===== config.mk =====
export PLATFORM = sky130hd
export DESIGN_NAME = modulo_varredura_teclado
export DESIGN_NICKNAME = d
export VERILOG_FILES = /design/src/rtl/pkg_teclado.sv /design/src/rtl/modulo_sincronizador.sv /design/src/rtl/modulo_varredura_teclado.sv
export SDC_FILE = /design/constraint.sdc
export NUM_CORES = 1
export LEC_CHECK = 0
export CAP_MARGIN = 10
export CORE_MARGIN = 4
export CORE_UTILIZATION = 40
export DETAILED_ROUTE_END_ITERATION = 8
export PLACE_DENSITY = 0.55
export SYNTH_ARGS = -nofsm -noshare
export SYNTH_HDL_FRONTEND = slang
export SYNTH_SLANG_ARGS = --single-unit

===== constraint.sdc =====
create_clock -name clk -period 2.2 [get_ports clk]
set_input_delay 0.44 -clock clk [delete_from_list [all_inputs] [get_ports clk]]
set_output_delay 0.44 -clock clk [all_outputs]
set_load 0.1 [all_outputs]

===== src/rtl/pkg_teclado.sv =====
// ---------------------------------------------------------------------------
// pkg_teclado
//
// Shared definitions for the scanned 4x4 keypad reader.
//   - state_t      : scanner FSM states.
//   - KEY_*        : key codes (row*4 + column) for the game keypad layout.
//   - prio_row()   : picks the winning low row (lowest index wins).
//   - make_code()  : packs a row/column pair into a 4-bit key code.
//
// Physical legend (row 0 at the top, column 0 at the left):
//     1 2 3 A
//     4 5 6 B
//     7 8 9 C
//     * 0 # D
// '#' is used as FIRE and '*' as CLEAR by the coordinate/fire logic.
// ---------------------------------------------------------------------------
package pkg_teclado;

    typedef enum logic [1:0] {
        SCAN     = 2'd0,
        DEBOUNCE = 2'd1,
        HELD     = 2'd2,
        RELEASE  = 2'd3
    } state_t;

    // Digit keys mapped to where their legend sits on the pad.
    localparam logic [3:0] KEY_1     = 4'd0;
    localparam logic [3:0] KEY_2     = 4'd1;
    localparam logic [3:0] KEY_3     = 4'd2;
    localparam logic [3:0] KEY_A     = 4'd3;
    localparam logic [3:0] KEY_4     = 4'd4;
    localparam logic [3:0] KEY_5     = 4'd5;
    localparam logic [3:0] KEY_6     = 4'd6;
    localparam logic [3:0] KEY_B     = 4'd7;
    localparam logic [3:0] KEY_7     = 4'd8;
    localparam logic [3:0] KEY_8     = 4'd9;
    localparam logic [3:0] KEY_9     = 4'd10;
    localparam logic [3:0] KEY_C     = 4'd11;
    localparam logic [3:0] KEY_CLEAR = 4'd12;
    localparam logic [3:0] KEY_0     = 4'd13;
    localparam logic [3:0] KEY_FIRE  = 4'd14;
    localparam logic [3:0] KEY_D     = 4'd15;

    // Rows are active-low; when several are low the lowest index wins.
    // Scanning from the top index down lets the lowest index overwrite.
    function automatic logic [1:0] prio_row(input logic [3:0] rows_n);
        logic [1:0] r;
        r = 2'd0;
        for (int i = 3; i >= 0; i--) begin
            if (!rows_n[i]) begin
                r = 2'(i);
            end
        end
        return r;
    endfunction

    function automatic logic [3:0] make_code(input logic [1:0] row,
                                             input logic [1:0] col);
        return {row, col};
    endfunction

endpackage


===== src/rtl/modulo_sincronizador.sv =====
// ---------------------------------------------------------------------------
// modulo_sincronizador
//
// 4-bit two-flop synchronizer for the keypad row lines. Resets to all-ones
// so that the idle (pulled-up) level is seen immediately after reset and no
// phantom press can be detected.
//
// Ports:
//   clk  in   system clock
//   clr  in   asynchronous active-high reset
//   d    in   [3:0] raw rows, asynchronous to clk
//   q    out  [3:0] synchronized rows
// ---------------------------------------------------------------------------
module modulo_sincronizador (
    input  logic       clk,
    input  logic       clr,
    input  logic [3:0] d,
    output logic [3:0] q
);

    logic [3:0] meta_reg;
    logic [3:0] sync_reg;

    // One independent two-stage chain per row line.
    genvar gi;
    generate
        for (gi = 0; gi < 4; gi++) begin : g_bit
            always_ff @(posedge clk or posedge clr) begin
                if (clr) begin
                    meta_reg[gi] <= 1'b1;
                    sync_reg[gi] <= 1'b1;
                end else begin
                    meta_reg[gi] <= d[gi];
                    sync_reg[gi] <= meta_reg[gi];
                end
            end
        end
    endgenerate

    assign q = sync_reg;

endmodule


===== src/rtl/modulo_varredura_teclado.sv =====
// ---------------------------------------------------------------------------
// modulo_varredura_teclado
//
// Scanned 4x4 keypad reader. One column is driven low at a time; the rows
// are sampled once per column dwell (the "tick"), a press is debounced over
// DEBOUNCE_SCANS consecutive matching ticks and reported as a one-cycle
// strobe with a 4-bit key code. The release is debounced the same way.
//
// Parameters:
//   SCAN_DIV        clk cycles per column dwell (>= 4)
//   DEBOUNCE_SCANS  matching ticks needed to accept press/release (1..15)
//
// Ports:
//   clk        in   system clock
//   clr        in   asynchronous active-high reset
//   row_in     in   [3:0] keypad rows, active-low, asynchronous
//   col_out    out  [3:0] column drive, active-low one-hot
//   key_valid  out  one-cycle strobe on an accepted press
//   key_code   out  [3:0] row*4 + column of the last accepted key
//   key_held   out  high from the strobe until the release is accepted
// ---------------------------------------------------------------------------
module modulo_varredura_teclado
    import pkg_teclado::*;
#(
    parameter int SCAN_DIV       = 50000,
    parameter int DEBOUNCE_SCANS = 4
) (
    input  logic       clk,
    input  logic       clr,
    input  logic [3:0] row_in,
    output logic [3:0] col_out,
    output logic       key_valid,
    output logic [3:0] key_code,
    output logic       key_held
);

    localparam int         DW      = $clog2(SCAN_DIV);
    localparam logic [3:0] DS      = 4'(DEBOUNCE_SCANS);
    localparam logic [DW-1:0] DWELL_LAST = DW'(SCAN_DIV - 1);

    // ------------------------------------------------------------------
    // Row synchronizer
    // ------------------------------------------------------------------
    logic [3:0] rs;

    modulo_sincronizador u_sinc (
        .clk (clk),
        .clr (clr),
        .d   (row_in),
        .q   (rs)
    );

    // ------------------------------------------------------------------
    // Dwell counter: free-running, the last count is the only sample point.
    // ------------------------------------------------------------------
    logic [DW-1:0] dwell_reg;
    logic          tick;

    assign tick = (dwell_reg == DWELL_LAST);

    always_ff @(posedge clk or posedge clr) begin
        if (clr) begin
            dwell_reg <= '0;
        end else if (tick) begin
            dwell_reg <= '0;
        end else begin
            dwell_reg <= dwell_reg + DW'(1);
        end
    end

    // ------------------------------------------------------------------
    // Scanner FSM, column index and output registers
    // ------------------------------------------------------------------
    state_t     state_reg,     state_next;
    logic [1:0] col_reg,       col_next;
    logic [3:0] cnt_reg,       cnt_next;
    logic [1:0] cand_row_reg,  cand_row_next;
    logic [1:0] cand_col_reg,  cand_col_next;
    logic       key_valid_reg, key_valid_next;
    logic [3:0] key_code_reg,  key_code_next;
    logic       key_held_reg,  key_held_next;

    logic       rows_idle;
    logic [1:0] win_row;
    logic [3:0] cnt_inc;

    assign rows_idle = (rs == 4'hF);
    assign win_row   = prio_row(rs);
    // cnt saturates so a long stable period can never wrap back below DS.
    assign cnt_inc   = (cnt_reg == 4'hF) ? 4'hF : cnt_reg + 4'd1;

    always_comb begin
        state_next     = state_reg;
        col_next       = col_reg;
        cnt_next       = cnt_reg;
        cand_row_next  = cand_row_reg;
        cand_col_next  = cand_col_reg;
        key_valid_next = 1'b0;
        key_code_next  = key_code_reg;
        key_held_next  = key_held_reg;

        if (tick) begin
            case (state_reg)
                SCAN: begin
                    if (!rows_idle) begin
                        cand_row_next = win_row;
                        cand_col_next = col_reg;
                        cnt_next      = 4'd1;
                        if (DS == 4'd1) begin
                            // Single-sample debounce: accept on detection.
                            key_code_next  = make_code(win_row, col_reg);
                            key_valid_next = 1'b1;
                            key_held_next  = 1'b1;
                            state_next     = HELD;
                        end else begin
                            state_next = DEBOUNCE;
                        end
                    end else begin
                        col_next = col_reg + 2'd1;
                    end
                end

                DEBOUNCE: begin
                    if (!rows_idle && (win_row == cand_row_reg)) begin
                        cnt_next = cnt_inc;
                        if (cnt_inc >= DS) begin
                            key_code_next  = make_code(cand_row_reg, cand_col_reg);
                            key_valid_next = 1'b1;
                            key_held_next  = 1'b1;
                            state_next     = HELD;
                        end
                    end else begin
                        // Bounce or a different key: rescan the same column.
                        state_next = SCAN;
                    end
                end

                HELD: begin
                    // Only a fully idle row set starts the release; other
                    // rows going low are ignored (no rollover).
                    if (rows_idle) begin
                        cnt_next = 4'd1;
                        if (DS == 4'd1) begin
                            key_held_next = 1'b0;
                            col_next      = col_reg + 2'd1;
                            state_next    = SCAN;
                        end else begin
                            state_next = RELEASE;
                        end
                    end
                end

                RELEASE: begin
                    if (rows_idle) begin
                        cnt_next = cnt_inc;
                        if (cnt_inc >= DS) begin
                            key_held_next = 1'b0;
                            col_next      = col_reg + 2'd1;
                            state_next    = SCAN;
                        end
                    end else begin
                        state_next = HELD;
                    end
                end

                default: begin
                    state_next = SCAN;
                end
            endcase
        end
    end

    always_ff @(posedge clk or posedge clr) begin
        if (clr) begin
            state_reg     <= SCAN;
            col_reg       <= 2'd0;
            cnt_reg       <= 4'd0;
            cand_row_reg  <= 2'd0;
            cand_col_reg  <= 2'd0;
            key_valid_reg <= 1'b0;
            key_code_reg  <= 4'h0;
            key_held_reg  <= 1'b0;
        end else begin
            state_reg     <= state_next;
            col_reg       <= col_next;
            cnt_reg       <= cnt_next;
            cand_row_reg  <= cand_row_next;
            cand_col_reg  <= cand_col_next;
            key_valid_reg <= key_valid_next;
            key_code_reg  <= key_code_next;
            key_held_reg  <= key_held_next;
        end
    end

    // ------------------------------------------------------------------
    // Outputs: active-low one-hot column drive decoded from col_reg.
    // ------------------------------------------------------------------
    genvar gi;
    generate
        for (gi = 0; gi < 4; gi++) begin : g_col
            assign col_out[gi] = (col_reg != 2'(gi));
        end
    endgenerate

    assign key_valid = key_valid_reg;
    assign key_code  = key_code_reg;
    assign key_held  = key_held_reg;

endmodule

; Word level (Yosys, flattened, before mapping)
; Cells that the tools add are included.
[op_classes]
add_sub_neg = 3
n_lt_le_gt_ge = 1
n_eq_ne = 19
n_mux = 31
bitwise_logic = 1
reduce_logical = 12
[ops]
columns = cell, count
row1 = 2-bit two-way mux, 13
row2 = 4-bit two-way mux, 5
row3 = 2-bit inequality test (second input constant), 9
row4 = 16-bit by 1-bit adder with 16-bit output (second input constant), 1
row5 = 16-bit equality test (second input constant), 1
row6 = 16-bit two-way mux, 1
row7 = 4-bit one-hot mux with 4 select lines, 1
row8 = 5-bit AND reduction, 3
row9 = 4-bit equality test (second input constant), 2
row10 = 1-bit two-way mux, 8
row11 = 2-bit one-hot mux with 4 select lines, 1
row12 = 3-bit inequality test (second input constant), 2
row13 = 6-bit AND reduction, 1
row14 = 2-bit nonzero test, 3
row15 = 4-bit by 1-bit adder with 4-bit output (second input constant), 1
row16 = 2-bit equality test (second input constant), 2
row17 = 4-bit by 3-bit greater-or-equal comparator with 1-bit output (second input constant), 1
row18 = 2-bit one-hot mux with 2 select lines, 1
row19 = 4-bit AND reduction, 1
row20 = 3-bit AND reduction, 1
row21 = 2-bit by 1-bit adder with 2-bit output (second input constant), 1
row22 = 2-bit by 1-bit equality test with 1-bit output (second input constant), 1
row23 = 2-bit equality test, 1
row24 = 2-bit logical NOT, 1
row25 = 5 further kinds, 5
[word_totals]
reg_bits = 42
inputBits = 6
out_inout_bits = 10
elab_cells = 84

; Logic depth before layout (Yosys ltp)
; Gate-level depths: netlist of the first run.
[logic_depth]
word_depth = 9
ltp_mapped = 7
mapped_depth_nobuf = 6

; Hierarchy
; A second synthesis of the first run with hierarchy kept.
[unflattened]
hier_cells = 177
hier_area_um2 = 1989.4
[by_module_without_submodules]
columns = module, instances, cells_each, area_each_um2, seq_area_each_um2
row1 = modulo_varredura_teclado, 1, 168, 1775.5, 850.8
row2 = modulo_sincronizador, 1, 9, 214.0, 210.2

; Worst setup path after synthesis of the first run
; OpenSTA, ideal clock, no wires.
[synth_path]
path_kind = reg-to-reg
startpoint = register cnt_reg[0]
endpoint = register key_code_reg[0] (netlist: key_code[0])
setup_time_ns = 0.128
t_arrival_ns = 1.798
required_time_ns = 2.072
path_slack_ns = 0.274
path_stages_with_launch = 7
path_buffers = 0
synth_period_minus_slack_ns = 1.926
cell_sequence = dfrtp_1 -> ha_1 -> and2_1 -> a21oi_1 -> o21ai_0 -> nor4_4 -> mux2_1
[synth_between]
elab_chain_cells = 4
word_cells_on_any_way = 5
classes_between = add/sub (1) / order compare (1) / eq/ne (1) / mux (1) / reduce/logical (1)
[synth_lines]
columns = element, line_no
row1 = from (decl), modulo_varredura_teclado.sv:76  ; logic [3:0] cnt_reg, cnt_next;
row2 = from (signal assigned), modulo_varredura_teclado.sv:186  ; cnt_reg <= cnt_next;
row3 = 4-bit by 1-bit adder with 4-bit output / 4-bit equality test (equally long branches), modulo_varredura_teclado.sv:90  ; assign cnt_inc = (cnt_reg == 4'hF) ? 4'hF : cnt_reg + 4'd1;
row4 = 4-bit two-way mux (*), modulo_varredura_teclado.sv:90
row5 = 4-bit by 3-bit greater-or-equal comparator with 1-bit output (*), modulo_varredura_teclado.sv:126  ; if (cnt_inc >= DS) begin
row6 = 4-bit AND reduction (no line) (*), n/a
row7 = to (signal assigned), modulo_varredura_teclado.sv:190  ; key_code_reg <= key_code_next;
row8 = to (decl), modulo_varredura_teclado.sv:80  ; logic [3:0] key_code_reg, key_code_next;
; Every way passes the cells marked *; elsewhere a longest branch is shown, timed or not.
; A chain may end at the register's enable or synchronous reset.

; Final worst setup path of the first run
[layout_path]
startpoint = register cnt_reg[0]
endpoint = register key_code_reg[3] (netlist: key_code[3])
; The elaborated chain is that of the path after synthesis.

==> summary by stage, run 1 <==
Die
The region available for standard cell placement spans 5070 sq um. In this run the count of I/O pins placed on the die edge is 16. The die covers 6450 sq um. The horizontal extent of the die is 80.3 microns. The initial cell density of the core is 0.412. The number of cell rows is 26.

The die is 80.3 microns tall.

Setup path
The most critical setup path has its endpoint at key_code[3]. The worst register-to-register path has a depth of 6. The largest delay contributor family on the critical path is simple AND/OR/NAND/NOR gates. The flop-to-flop setup slack is 0.12 ns.

The startpoint of the most critical register-to-register path is cnt_reg[0]. On the worst path, the slowest cell contributes a delay of 0.43 ns. The slowest cell on the critical path is sky130_fd_sc_hd__dfrtp_1. Data on the critical path arrives at its endpoint at 2.26 ns.

The top fanout value on the critical path is 5. The critical path is of the reg -> reg type. The buffer and inverter count on the worst path is 0.

The kind of end point of the critical path is a flip-flop. The critical path goes through ha_1, and2_1, a21oi_2, o21ai_1, nor4_4, mux2_1. The critical path launch point is cnt_reg[0]. The number of cells on the critical path is 6. STA puts the critical path data required time at 2.38 ns. In this run the critical register-to-register path is captured at key_code[3]. The worst setup path is launched from a flip-flop.

Synthesis
Dividing the synthesized area by the synthesized cell count gives 11.4 sq um. For this run, asynchronously set or reset flops after synthesis account for 1.00. Ranked by total cell area, the synthesized netlist is headed by sky130_fd_sc_hd__dfrtp_1 (41%), sky130_fd_sc_hd__dfstp_2 (10%), sky130_fd_sc_hd__xnor2_1 (3.8%). The share of synthesized area in the top cell type comes to 0.407. The number of synthesis warnings is 0. The complex-gate fraction of the synthesized area came to 0.110. The cell accounting for the most synthesized area is sky130_fd_sc_hd__dfrtp_1. The number of nets in the synthesized netlist is 195. The post-synthesis sequential element count is 42.

The post-synthesis cell type count is 52. The adder-cell area share of the yosys netlist is 0.0359. The synthesized netlist cell count is 183. The number of flops mapped to enable cells by yosys is 0. The multiplexer share of the synthesized area is 0.0610. The dominant combinational cell family by area after synthesis is simple AND/OR/NAND/NOR gates. For this run, the leading register cell type out of synthesis is sky130_fd_sc_hd__dfrtp_1. The simple-gate area share of the yosys netlist is 0.192. The xor-xnor portion of the synthesized cell area is 0.0628. The synthesized netlist occupies a cell area of 2090 sq um.

The proportion of synthesized chip area in sequential cells is 0.507.

STA
Setup violations remaining at the end of the flow were counted as 0. Dividing the final minimum period by the clock period gives 0.947. The maximum achievable frequency is 0.480 GHz. The count of pins over their slew limit was 0. The final total negative setup slack is 0 ns. The worst pin sits at a relative slew slack of 0.657. The worst path in the final design needs a cycle of 2.08 ns, including I/O delays and setup. The measured slew at the worst slew-check pin is 0.514 ns.

The number of endpoints with negative hold slack in the final report is 0. The final setup slack of the worst path is 0.117 ns. Between clock sinks in the finished design, the worst skew comes to 0.00873 ns. Setup repair after global routing left no endpoint under its margin.

Cells and area
For this run, the post-layout net count is 219. Fill cells in the final layout number 483. The antenna diode count is 0.

Of the cells placed in the final design, the portion with a size suffix greater than 1 is 0.255. The synthesis-to-finish area growth is 17.8%. In the final layout, the multi-input gates occupy 971 sq um. The sequential cell area is 1060 sq um. The number of flip-flops under the largest register name is 16.

Run
The tool flagged a number of max-cap violations equal to 0.

Placement
At the end of routability-driven placement, the weighted congestion stood at 0.856. The worst slack at placement is 0.0344 ns. The detailed placer's ending HPWL is 2840 microns. The count of buffers from port buffering is 15.

Global route
The overall routing resource usage is 0.133. Entering global routing, the biggest net connects 43 pins. The number of global-route vias before repair is 1400. The number of antenna violations at the first check in global routing is 0. After global routing the overflow that remains totals 0.

The first global-routing pass estimated 6650 microns of wire.

Clock tree
The clock sink count is 42. The number of buffers on the longest clock path is 2. TritonCTS created 5 clock buffers. The clock reaches the later pin of the worst-skew pair after 0.29 ns.

The number of setup buffers added after CTS is 0. The register clock-pin slew on the reported worst setup and hold paths is 0.09 ns. The H-tree generated during clock tree synthesis spans 2 levels. The root buffer cell is sky130_fd_sc_hd__clkbuf_8. TritonCTS built the clock tree.

Drt
For this block, the initial DRC count from the detailed router was 140. For this run, design rule violations remaining after detail routing come to 0. The number of iterations in the first detailed-routing pass is 4. The detailed-route vias per instance is 5.15. The total vias in the final route is 1433. The antenna violation net count after detailed routing is 0.

Summed over all layers, the routed wires come to 3770 microns. The detailed-route wire length per cell is 13.6 microns.

Worst hold path
The tightest min-delay check is of the reg -> reg type. Counting instances, the worst hold path has a depth of 0.

Power
In this run the power density over the cells is 534 nW/um^2. After layout, the design draws a total of 0.00131 W. The leakage dissipation is 1.05 nW. The worst ir drop on vdd is 0.420 mV.

Outcome
The run finished with clean final reports.
[timing repair]
item	in CTS	in global routing
hold buffers	0	0
setup endpoints to repair	0	10
resized for setup	0	3
[worst reg2reg max path, stage by stage, from the launching register on]
cell and delay, ns:
sky130_fd_sc_hd__dfrtp_1 0.43, sky130_fd_sc_hd__ha_1 0.25, sky130_fd_sc_hd__and2_1 0.20, sky130_fd_sc_hd__a21oi_2 0.20
sky130_fd_sc_hd__o21ai_1 0.16, sky130_fd_sc_hd__nor4_4 0.37, sky130_fd_sc_hd__mux2_1 0.37
[synth_stat cells, types with 2 or more instances]
master / count
sky130_fd_sc_hd__nand3_1: 12
sky130_fd_sc_hd__nor2_1: 11
sky130_fd_sc_hd__o22ai_1: 2
sky130_fd_sc_hd__xor2_1: 6
sky130_fd_sc_hd__dfrtp_1: 34
sky130_fd_sc_hd__and3_1: 4
sky130_fd_sc_hd__mux2_2: 6
sky130_fd_sc_hd__nor4_1: 2
sky130_fd_sc_hd__nand2_1: 10
sky130_fd_sc_hd__nand2b_1: 3
sky130_fd_sc_hd__a21oi_1: 7
sky130_fd_sc_hd__mux2_1: 4
sky130_fd_sc_hd__ha_1: 6
sky130_fd_sc_hd__xnor2_1: 9
sky130_fd_sc_hd__dfstp_2: 8
sky130_fd_sc_hd__and4_1: 3
sky130_fd_sc_hd__a211oi_2: 3
sky130_fd_sc_hd__nor3_1: 2
sky130_fd_sc_hd__o21ai_0: 3
sky130_fd_sc_hd__o211ai_1: 2
sky130_fd_sc_hd__nand4_1: 2
sky130_fd_sc_hd__and2_1: 2
sky130_fd_sc_hd__inv_1: 13
[per-stage QoR]
stage / utilization / instance area (sq um) / instances / hold WS, ns
2_1_floorplan: - / 2090 / 183 / 0.345
3_3_place_gp: 0.467 / 2370 / 270 / 0.345
3_5_place_dp: 0.467 / 2370 / 270 / 0.349
4_1_cts: 0.484 / 2460 / 278 / 0.362
5_1_grt: 0.485 / 2460 / 278 / 0.367
6_report: 0.485 / 2460 / 278 / 0.359
[worst min path at each step]
stage	from	to	slack, ns
2_1_floorplan	u_sinc.meta_reg[0]	u_sinc.q[0]	0.35
3_3_place_gp	u_sinc.meta_reg[2]	u_sinc.q[2]	0.35
5_1_grt	u_sinc.meta_reg[0]	u_sinc.q[0]	0.37
6_report	u_sinc.meta_reg[2]	u_sinc.q[2]	0.36
3_5_place_dp	u_sinc.meta_reg[2]	u_sinc.q[2]	0.35
4_1_cts	u_sinc.meta_reg[2]	u_sinc.q[2]	0.36
[layer usage]
layer | GRT usage | share of wire | wire length [microns]
met5 | 0 | 0 | 0
met4 | 0.0304 | 0.0064 | 24
met3 | 0.0336 | 0.035 | 131
met2 | 0.224 | 0.49 | 1860
met1 | 0.171 | 0.47 | 1760
[final cells by class]
cell class / count / share of cell area
clock buffer: 5 / 0.0279
clock inverter: 3 / 0.00863
inverter: 13 / 0.0198
multi-input combinational: 126 / 0.394
sequential: 42 / 0.431
tap: 70 / 0.0356
timing repair buffer: 19 / 0.0833
[logic make-up (layout without fill, tap and decap cells)]
kind of cell / Yosys count / after routing
AOI/OAI and AO/OA: 30 / 30
xor gates and xnor gates: 15 / 15
adders and majority gates: 6 / 6
buffers and inverters: 15 / 40
DFF: 42 / 42
muxes: 11 / 11
and+or+nand+nor: 64 / 64
[cell usage in the layout (no fill, tap or decap), drive strengths merged, types with 2 or more instances in the layout]
cell type,Yosys,layout
nand4,2,2
inv,13,13
dfrtp,34,34
nand2,10,10
o211ai,2,2
xnor2,9,9
ha,6,6
buf,2,14
mux2,11,11
o21ai,4,4
nor3,3,3
nor4,3,3
a211oi,4,4
o22ai,2,2
and3,5,5
clkbuf,0,5
nor2,12,12
xor2,6,6
and2,3,3
nand3,13,13
nand2b,3,3
clkdlybuf4s50,0,5
nor3b,2,2
clkinv,0,2
dfstp,8,8
a21oi,8,8
and4,3,3
[where the power goes]
part           leakage (nW)  internal [W]  total [W]  switching (W)
combinational         0.465     0.0000147  0.0000366      0.0000219
clock                0.0441      0.000223   0.000488       0.000265
sequential            0.545      0.000785   0.000790     0.00000551
total                  1.05       0.00102    0.00131       0.000292
No activity file was read; power rests on OpenSTA's default activity.
==> run 2, diff against run 1 <==
--- a/config.mk
+++ b/config.mk
@@ -6,10 +6,13 @@
 export NUM_CORES = 1
 export LEC_CHECK = 0
 export CAP_MARGIN = 10
+export CELL_PAD_IN_SITES_DETAIL_PLACEMENT = 2
+export CELL_PAD_IN_SITES_GLOBAL_PLACEMENT = 2
 export CORE_MARGIN = 4
-export CORE_UTILIZATION = 40
+export CORE_UTILIZATION = 39
 export DETAILED_ROUTE_END_ITERATION = 8
-export PLACE_DENSITY = 0.55
+export PLACE_DENSITY = 0.76
 export SYNTH_ARGS = -nofsm -noshare
 export SYNTH_HDL_FRONTEND = slang
 export SYNTH_SLANG_ARGS = --single-unit
+export TNS_END_PERCENT = 20
==> run 2 against run 1 <==
Largest power group unchanged. Register-to-register slack improved by 0.02 ns. Non-clock buffer count rose by 3. Highest routed layer unchanged. Critical path depth did not move. Critical path type unchanged. Worst setup slack improved by 0.019 ns. Maximum frequency rose by 0.92%. Final cell count rose by 1.1%.
==> summary by stage, run 2 (same netlist as run 1, synthesis figures left out) <==
Setup path
The number of cells on the critical path is 6. Of all nets on the critical path, the largest fanout is 5. The largest single stage delay on the critical path is 0.43 ns. Counting both buffers and inverters, the worst setup path holds a total of 0. Measured in cells, the most critical reg-to-reg path has a length of 6. Traced cell by cell, the critical path runs through ha_2, and2_1, a21oi_2, o21ai_1, nor4_4, mux2_1. The required time at the worst-slack endpoint is 2.39 ns. The critical path start-end classification is reg -> reg.

The kind of start point of the critical path is a flip-flop. The worst setup path is captured at a flip-flop. The data arrival time of the critical path is 2.26 ns. Broken down by cell family, the worst path's largest delay share belongs to simple AND/OR/NAND/NOR gates.

Among all stages on the critical path, the largest delay is contributed by sky130_fd_sc_hd__dfrtp_1.

Worst hold path
The worst hold path belongs to the class reg -> reg. The cell depth of the worst hold path is 0.

Run
Across the run, the number of max-cap violations was 0.

Global route
The number of global-route vias before repair is 1652. The overflow left after global routing is 0. The overall routing resource usage is 0.168. The pin count of the biggest net entering global routing is 43. The wire length of the first global-routing pass is 8380 microns. The number of antenna violations at the first check in global routing is 0.

STA
Of the available clock period, the critical path in the final layout requires 0.938. In the final timing run, aggregate negative setup slack is 0 ns. The clock tree skew after final layout is 0.0132 ns. The maximum achievable frequency is 0.485 GHz. The count of pins over their slew limit is 0. The worst hold-check slack is 0.357 ns. The number of setup violations in the final report is 0. Measured against its own limit, the worst slew margin works out to 0.641.

The number of endpoints with negative hold slack in the final report is 0. At the pin with the least slew margin, the transition time is 0.538 ns. The worst path meets setup with 0.136 ns of slack. The minimum clock period after layout is 2.06 ns. Setup repair after global routing left no endpoint under its margin.

Clock tree
The post-cts gate resize count is 0. The number of buffers on the longest clock path is 2. The H-tree was split into 2 levels. The register clock-pin slew on the reported worst setup and hold paths is 0.09 ns. In this run the post-CTS setup repair buffer count came out at 0.

TritonCTS built the clock tree. The hold buffer count at cts is 0. The number of buffers inserted during clock tree synthesis is 5.

Clock tree synthesis selected as its root buffer the cell sky130_fd_sc_hd__clkbuf_8. The worst-skew pair later-pin latency is 0.30 ns. The clock sink count is 42.

Die
The die height is 81.2 microns. The number of cell rows is 26. From left edge to right edge, the die measures 81.2 microns. The initial cell density of the core is 0.407. For this design the top-level I/O count stands at 16. The die area is 6600 sq um. The core box area is 5140 sq um.

Cells and area
The final layout contains 222 nets. Of the cells placed in the final design, the portion with a size suffix greater than 1 is 0.265. The library cell used most frequently in the layout, excluding fill and tap cells, is sky130_fd_sc_hd__dfrtp_1. From synthesis to final layout, the design area changed by 19.9%.

The antenna diode count is 0. The finished layout holds 281 standard cells, fillers aside. The top cell types in the final layout, fill and taps aside, are sky130_fd_sc_hd__dfrtp_1 (34), sky130_fd_sc_hd__inv_1 (13), sky130_fd_sc_hd__buf_4 (13), sky130_fd_sc_hd__nand3_1 (12), sky130_fd_sc_hd__nor2_1 (11). The number of flip-flops under the largest register name is 16.

Drt
The detailed-route vias per instance is 5.48. The routed layout has 1541 vias. The routed wire length is 4920 microns. The number of remaining DRC errors is 0. Once detail routing completed, the nets flagged for antenna violations numbered 0. Dividing the detail-routed wire length by the instance count gives 17.5 microns. The number of iterations in the first detailed-routing pass is 4. For this block, the initial DRC count from the detailed router was 56.

Outcome
The run finished with clean final reports.

Placement
The worst slack at placement is 0.0334 ns. The detailed placer's ending HPWL is 3750 microns. The congestion estimate from routability-driven global placement came to 0.796. Buffers placed on the I/O ports in this run total 15. The total instance count after detailed placement is 273.

Power
The worst ir drop on vdd is 0.368 mV. The overall power after layout is 0.00145 W. The leakage dissipation is 1.07 nW.

The total power divided by cell area is 577 nW/um^2.
-- run 2: cell types whose count changed in the layout (fill, tap and decap cells not counted) --
cell                        before  now
sky130_fd_sc_hd__buf_4          10   13
sky130_fd_sc_hd__ha_2            0    1
sky130_fd_sc_hd__clkinv_4        1    0
sky130_fd_sc_hd__bufinv_16       0    1
sky130_fd_sc_hd__clkbuf_1        0    1
sky130_fd_sc_hd__clkinv_2        1    0
sky130_fd_sc_hd__ha_1            6    5
-- run 2: area by class of cell --
cell class / count / area [sq um]
fill: 550 / 2630
sequential: 42 / 1060
multi-input combinational: 126 / 973
timing repair buffer: 22 / 228
tap: 70 / 87.6
clock buffer: 6 / 72.6
inverter: 13 / 48.8
clock inverter: 2 / 37.5
-- run 2: final timing paths --
kind | from | endpoint | slack, ns
max in group asynchronous | clr | u_sinc.meta_reg[0] | 1.22
min in group asynchronous | clr | state_reg[0] | 0.61
hold / removal | u_sinc.meta_reg[1] | u_sinc.q[1] | 0.36
setup / recovery | cnt_reg[0] | key_code[0] | 0.14
hold reg to reg | u_sinc.meta_reg[1] | u_sinc.q[1] | 0.36
setup reg to reg | cnt_reg[0] | key_code[0] | 0.14
-- run 2: worst register-to-register path, cell delays in order, from the launching register on --
cell and delay (ns):
sky130_fd_sc_hd__dfrtp_1 0.43, sky130_fd_sc_hd__ha_2 0.23, sky130_fd_sc_hd__and2_1 0.20, sky130_fd_sc_hd__a21oi_2 0.21, sky130_fd_sc_hd__o21ai_1 0.14, sky130_fd_sc_hd__nor4_4 0.38
sky130_fd_sc_hd__mux2_1 0.36
-- run 2: layer usage --
layer  vias to the layer above  wire length (microns)  track usage
met5                         -                      0            0
met4                         0                     44       0.0355
met3                         5                    119       0.0377
met2                        18                   2650        0.304
met1                       817                   2100        0.202
li1                        701                      -            -
-- run 2: where the power goes --
group | internal (W) | switching, W | total [W]
clock network | 0.000339 | 0.000280 | 0.000619
registers | 0.000785 | 0.00000523 | 0.000790
logic | 0.0000147 | 0.0000238 | 0.0000386
-- run 2: metrics by stage --
step	utilization	area [sq um]
2_1_floorplan	-	2090
3_3_place_gp	0.465	2390
3_5_place_dp	0.465	2390
4_1_cts	0.487	2500
5_1_grt	0.488	2510
6_report	0.488	2510
==> run 3, diff against run 2 <==
--- a/config.mk
+++ b/config.mk
@@ -6,12 +6,10 @@
 export NUM_CORES = 1
 export LEC_CHECK = 0
 export CAP_MARGIN = 10
-export CELL_PAD_IN_SITES_DETAIL_PLACEMENT = 2
-export CELL_PAD_IN_SITES_GLOBAL_PLACEMENT = 2
 export CORE_MARGIN = 4
-export CORE_UTILIZATION = 39
+export CORE_UTILIZATION = 57
 export DETAILED_ROUTE_END_ITERATION = 8
-export PLACE_DENSITY = 0.76
+export PLACE_DENSITY = 0.75
 export SYNTH_ARGS = -nofsm -noshare
 export SYNTH_HDL_FRONTEND = slang
 export SYNTH_SLANG_ARGS = --single-unit
==> run 3 against run 2 <==
Global-route usage rose by 2.9 points. Register-to-register slack about the same. First-iteration DRC count rose by 110%. Worst setup slack got worse by 0.0078 ns. Sequential cell count is the same. Utilization increased by 22 points. Count of clock-buffer cells in the layout grew 2. Power is 8.0% lower. Combinational power shrank 4%. Clock power decreased by 18%. Sequential power hardly changed.
==> summary by stage, run 3 (same netlist as run 1, synthesis figures left out) <==
Clock tree
Post-CTS timing repair inserted 0 buffers for setup. In this run, CTS created clock tree buffers numbering 5. TritonCTS built the clock tree.

The clock passes through at most 2 buffers. The root buffer cell is sky130_fd_sc_hd__clkbuf_8. Clock-pin slew was measured on the worst setup and hold paths at 0.08 ns. The level count of the clock H-tree is 2.

For this design, the sink count on the clock tree is 42. The worst-skew pair later-pin latency is 0.30 ns.

Global route
The wire length of the first global-routing pass is 6620 microns. The overflow left after global routing is 0. The pin count of the biggest net entering global routing is 43. The number of antenna violations at the first check in global routing is 0.

The number of global-route vias before repair is 1483. For this run, the total global-route usage over all layers was measured as 0.196.

Placement
Summing all placed instances gives a cell area of 2330 sq um. Port buffering added 15 buffers. The detailed placer's ending HPWL is 2900 microns.

The weighted congestion at the end of routability-driven global placement is 0.894. Before CTS, the worst setup slack after placement is 0.0409 ns.

Power
The combinational fraction of design power is 0.028. Of the total power, the share spent switching nets is 0.207. The design internal power is 0.00106 W.

The portion of total power attributed to the clock network is 0.379. The worst ir drop on vdd is 0.446 mV. For this design the total switching power over the nets is 0.000276 W. The leakage dissipation is 1.05 nW. The total power divided by cell area is 547 nW/um^2. The share of total power dissipated in sequential elements is 0.593.

STA
The part of the cycle the worst path needs is 0.942. The final total negative setup slack is 0 ns. Setup repair after global routing left no endpoint under its margin.

The final setup slack of the worst path is 0.128 ns. At the pin with the least slew margin, the transition time is 0.507 ns. The minimum clock period after layout is 2.07 ns. The normalized max-slew margin is 0.661. The count of pins over their slew limit is 0. The number of setup violations in the final report is 0.

The number of endpoints with negative hold slack in the final report was 0. For the final database, setup skew stands at 0.00993 ns. The maximum achievable frequency is 0.483 GHz.

Setup path
The kind of start point of the critical path is a flip-flop. The startpoint of the most critical register-to-register path is cnt_reg[0]. Following the worst setup path forward leads to its endpoint at col_reg[1]. The kind of end point of the critical path is a flip-flop. The slowest cell on the critical path is sky130_fd_sc_hd__dfrtp_1. The number of buffers and inverters on the critical path is 0.

Across all register-to-register paths, the minimum setup slack is 0.13 ns. The largest incremental delay on the critical path is 0.43 ns. The length in cells of the worst reg-to-reg path is 6.

Walking the worst path, the cells encountered are ha_1, and2_1, a21oi_2, o211ai_1, a211oi_2, mux2_2. The critical path is of the reg -> reg type. Broken down by cell family, the worst path's largest delay share belongs to compound AO/OA/AOI/OAI gates.

The number of cells on the critical path is 6. Along the worst path, the maximum fanout reaches 5. The critical path launch point is cnt_reg[0]. The worst register-to-register path ends at col_reg[1]. Data on the critical path is required at its endpoint by 2.39 ns. Data arrives at the worst endpoint at 2.26 ns.

Cells and area
The net count of the finished layout is 218. The share of final-layout standard cells stronger than drive strength 1 is 0.246. After routing the design area is 2430 sq um. The library cell used most frequently in the layout, excluding fill and tap cells, is sky130_fd_sc_hd__dfrtp_1. The antenna diode count is 0. The final core area utilization is 0.707.

Leaving out fill and tap cells, the most frequent cells in the layout are sky130_fd_sc_hd__dfrtp_1 (34), sky130_fd_sc_hd__inv_1 (13), sky130_fd_sc_hd__nand3_1 (12), sky130_fd_sc_hd__nor2_1 (11), sky130_fd_sc_hd__nand2_1 (10). The number of flip-flops under the largest register name is 16. The synthesis-to-finish area growth is 16.3%.

Drt
In the routed design, unresolved DRC markers number 0. The detailed-route vias per instance is 5.73. Wires add up to 3890 microns. The initial DRC count is 120.

In the final routed layout, each cell accounts on average for 15.4 microns. For this block, the via count after detailed routing is 1450. The number of iterations in the first detailed-routing pass is 4. The antenna violation net count after detailed routing is 0.

Worst hold path
The tightest min-delay check is of the reg -> reg type.

Die
For this configuration, the core starts out at a cell density of 0.608. Measured along the y axis, the die boundary spans 68.6 microns. In this run the count of I/O pins placed on the die edge is 16. The core box area is 3440 sq um. The number of cell rows is 21. The horizontal extent of the die is 68.6 microns.

The die area is 4700 sq um.

Run
The number of maximum-capacitance violations is 0.

Outcome
The flow ran to the end, and the final reports show no timing, DRC or antenna violations.
-- run 3: cell types whose count changed in the layout (fill, tap and decap cells not counted), sizes merged --
cell / change
clkbuf: +2
bufinv: -1
clkinvlp: -1
buf: -4
-- run 3: metal layers --
layer	GRT usage	share of wire	wire length, microns	vias to the layer above
li1	-	-	-	692
met1	0.229	0.42	1640	717
met2	0.342	0.51	2000	34
met3	0.0535	0.047	184	7
met4	0.0744	0.017	67	0
met5	0	0	0	-
-- run 3: layout make-up --
cell class | count | area [sq um]
fillers | 265 | 1010
well taps | 46 | 57.6
clock buffers | 8 | 90.1
inverters | 13 | 48.8
multi-input cells | 126 | 978
repair buffers | 18 | 198
flip-flops and latches | 42 | 1060
-- run 3: through the flow --
step	hold WS [ns]	power, W	std cells
3_3_place_gp	0.346	0.000841	245
5_1_grt	0.364	0.00139	253
3_5_place_dp	0.347	0.000844	245
6_report	0.356	0.00133	253
2_1_floorplan	0.345	0.000825	183
4_1_cts	0.358	0.00135	253
-- run 3: power groups by stage --
stage	sequential, W	clock, W	combinational, W
5_1_grt	0.000792	0.000560	0.0000421
3_3_place_gp	0.000804	0	0.0000369
2_1_floorplan	0.000804	0	0.0000211
3_5_place_dp	0.000805	0	0.0000385
6_report	0.000791	0.000505	0.0000369
4_1_cts	0.000791	0.000518	0.0000385
-- run 3: worst register-to-register path, delay by kind of cell, from the launching register on --
| family | cells | cell delay [ns] |
|---|---|---|
| AOI/OAI and AO/OA | 3 | 0.70 |
| adders and majority gates | 1 | 0.26 |
| DFF | 1 | 0.43 |
| muxes | 1 | 0.37 |
| and+or+nand+nor | 1 | 0.21 |
-- run 3: how the worst min path moves through the flow --
stage                            start           to  slack (ns)  cells past startpoint
finish              u_sinc.meta_reg[0]  u_sinc.q[0]        0.36                      0
detailed placement  u_sinc.meta_reg[0]  u_sinc.q[0]        0.35                      0
floorplan           u_sinc.meta_reg[0]  u_sinc.q[0]        0.35                      0
global placement    u_sinc.meta_reg[1]  u_sinc.q[1]        0.35                      0
CTS                 u_sinc.meta_reg[0]  u_sinc.q[0]        0.36                      0
global route        u_sinc.meta_reg[2]  u_sinc.q[2]        0.36                      0
-- run 3: repair_timing --
action	4_1_cts	5_1_grt
endpoints found under the setup margin	0	6
hold buffers	0	0
resized for setup	0	4
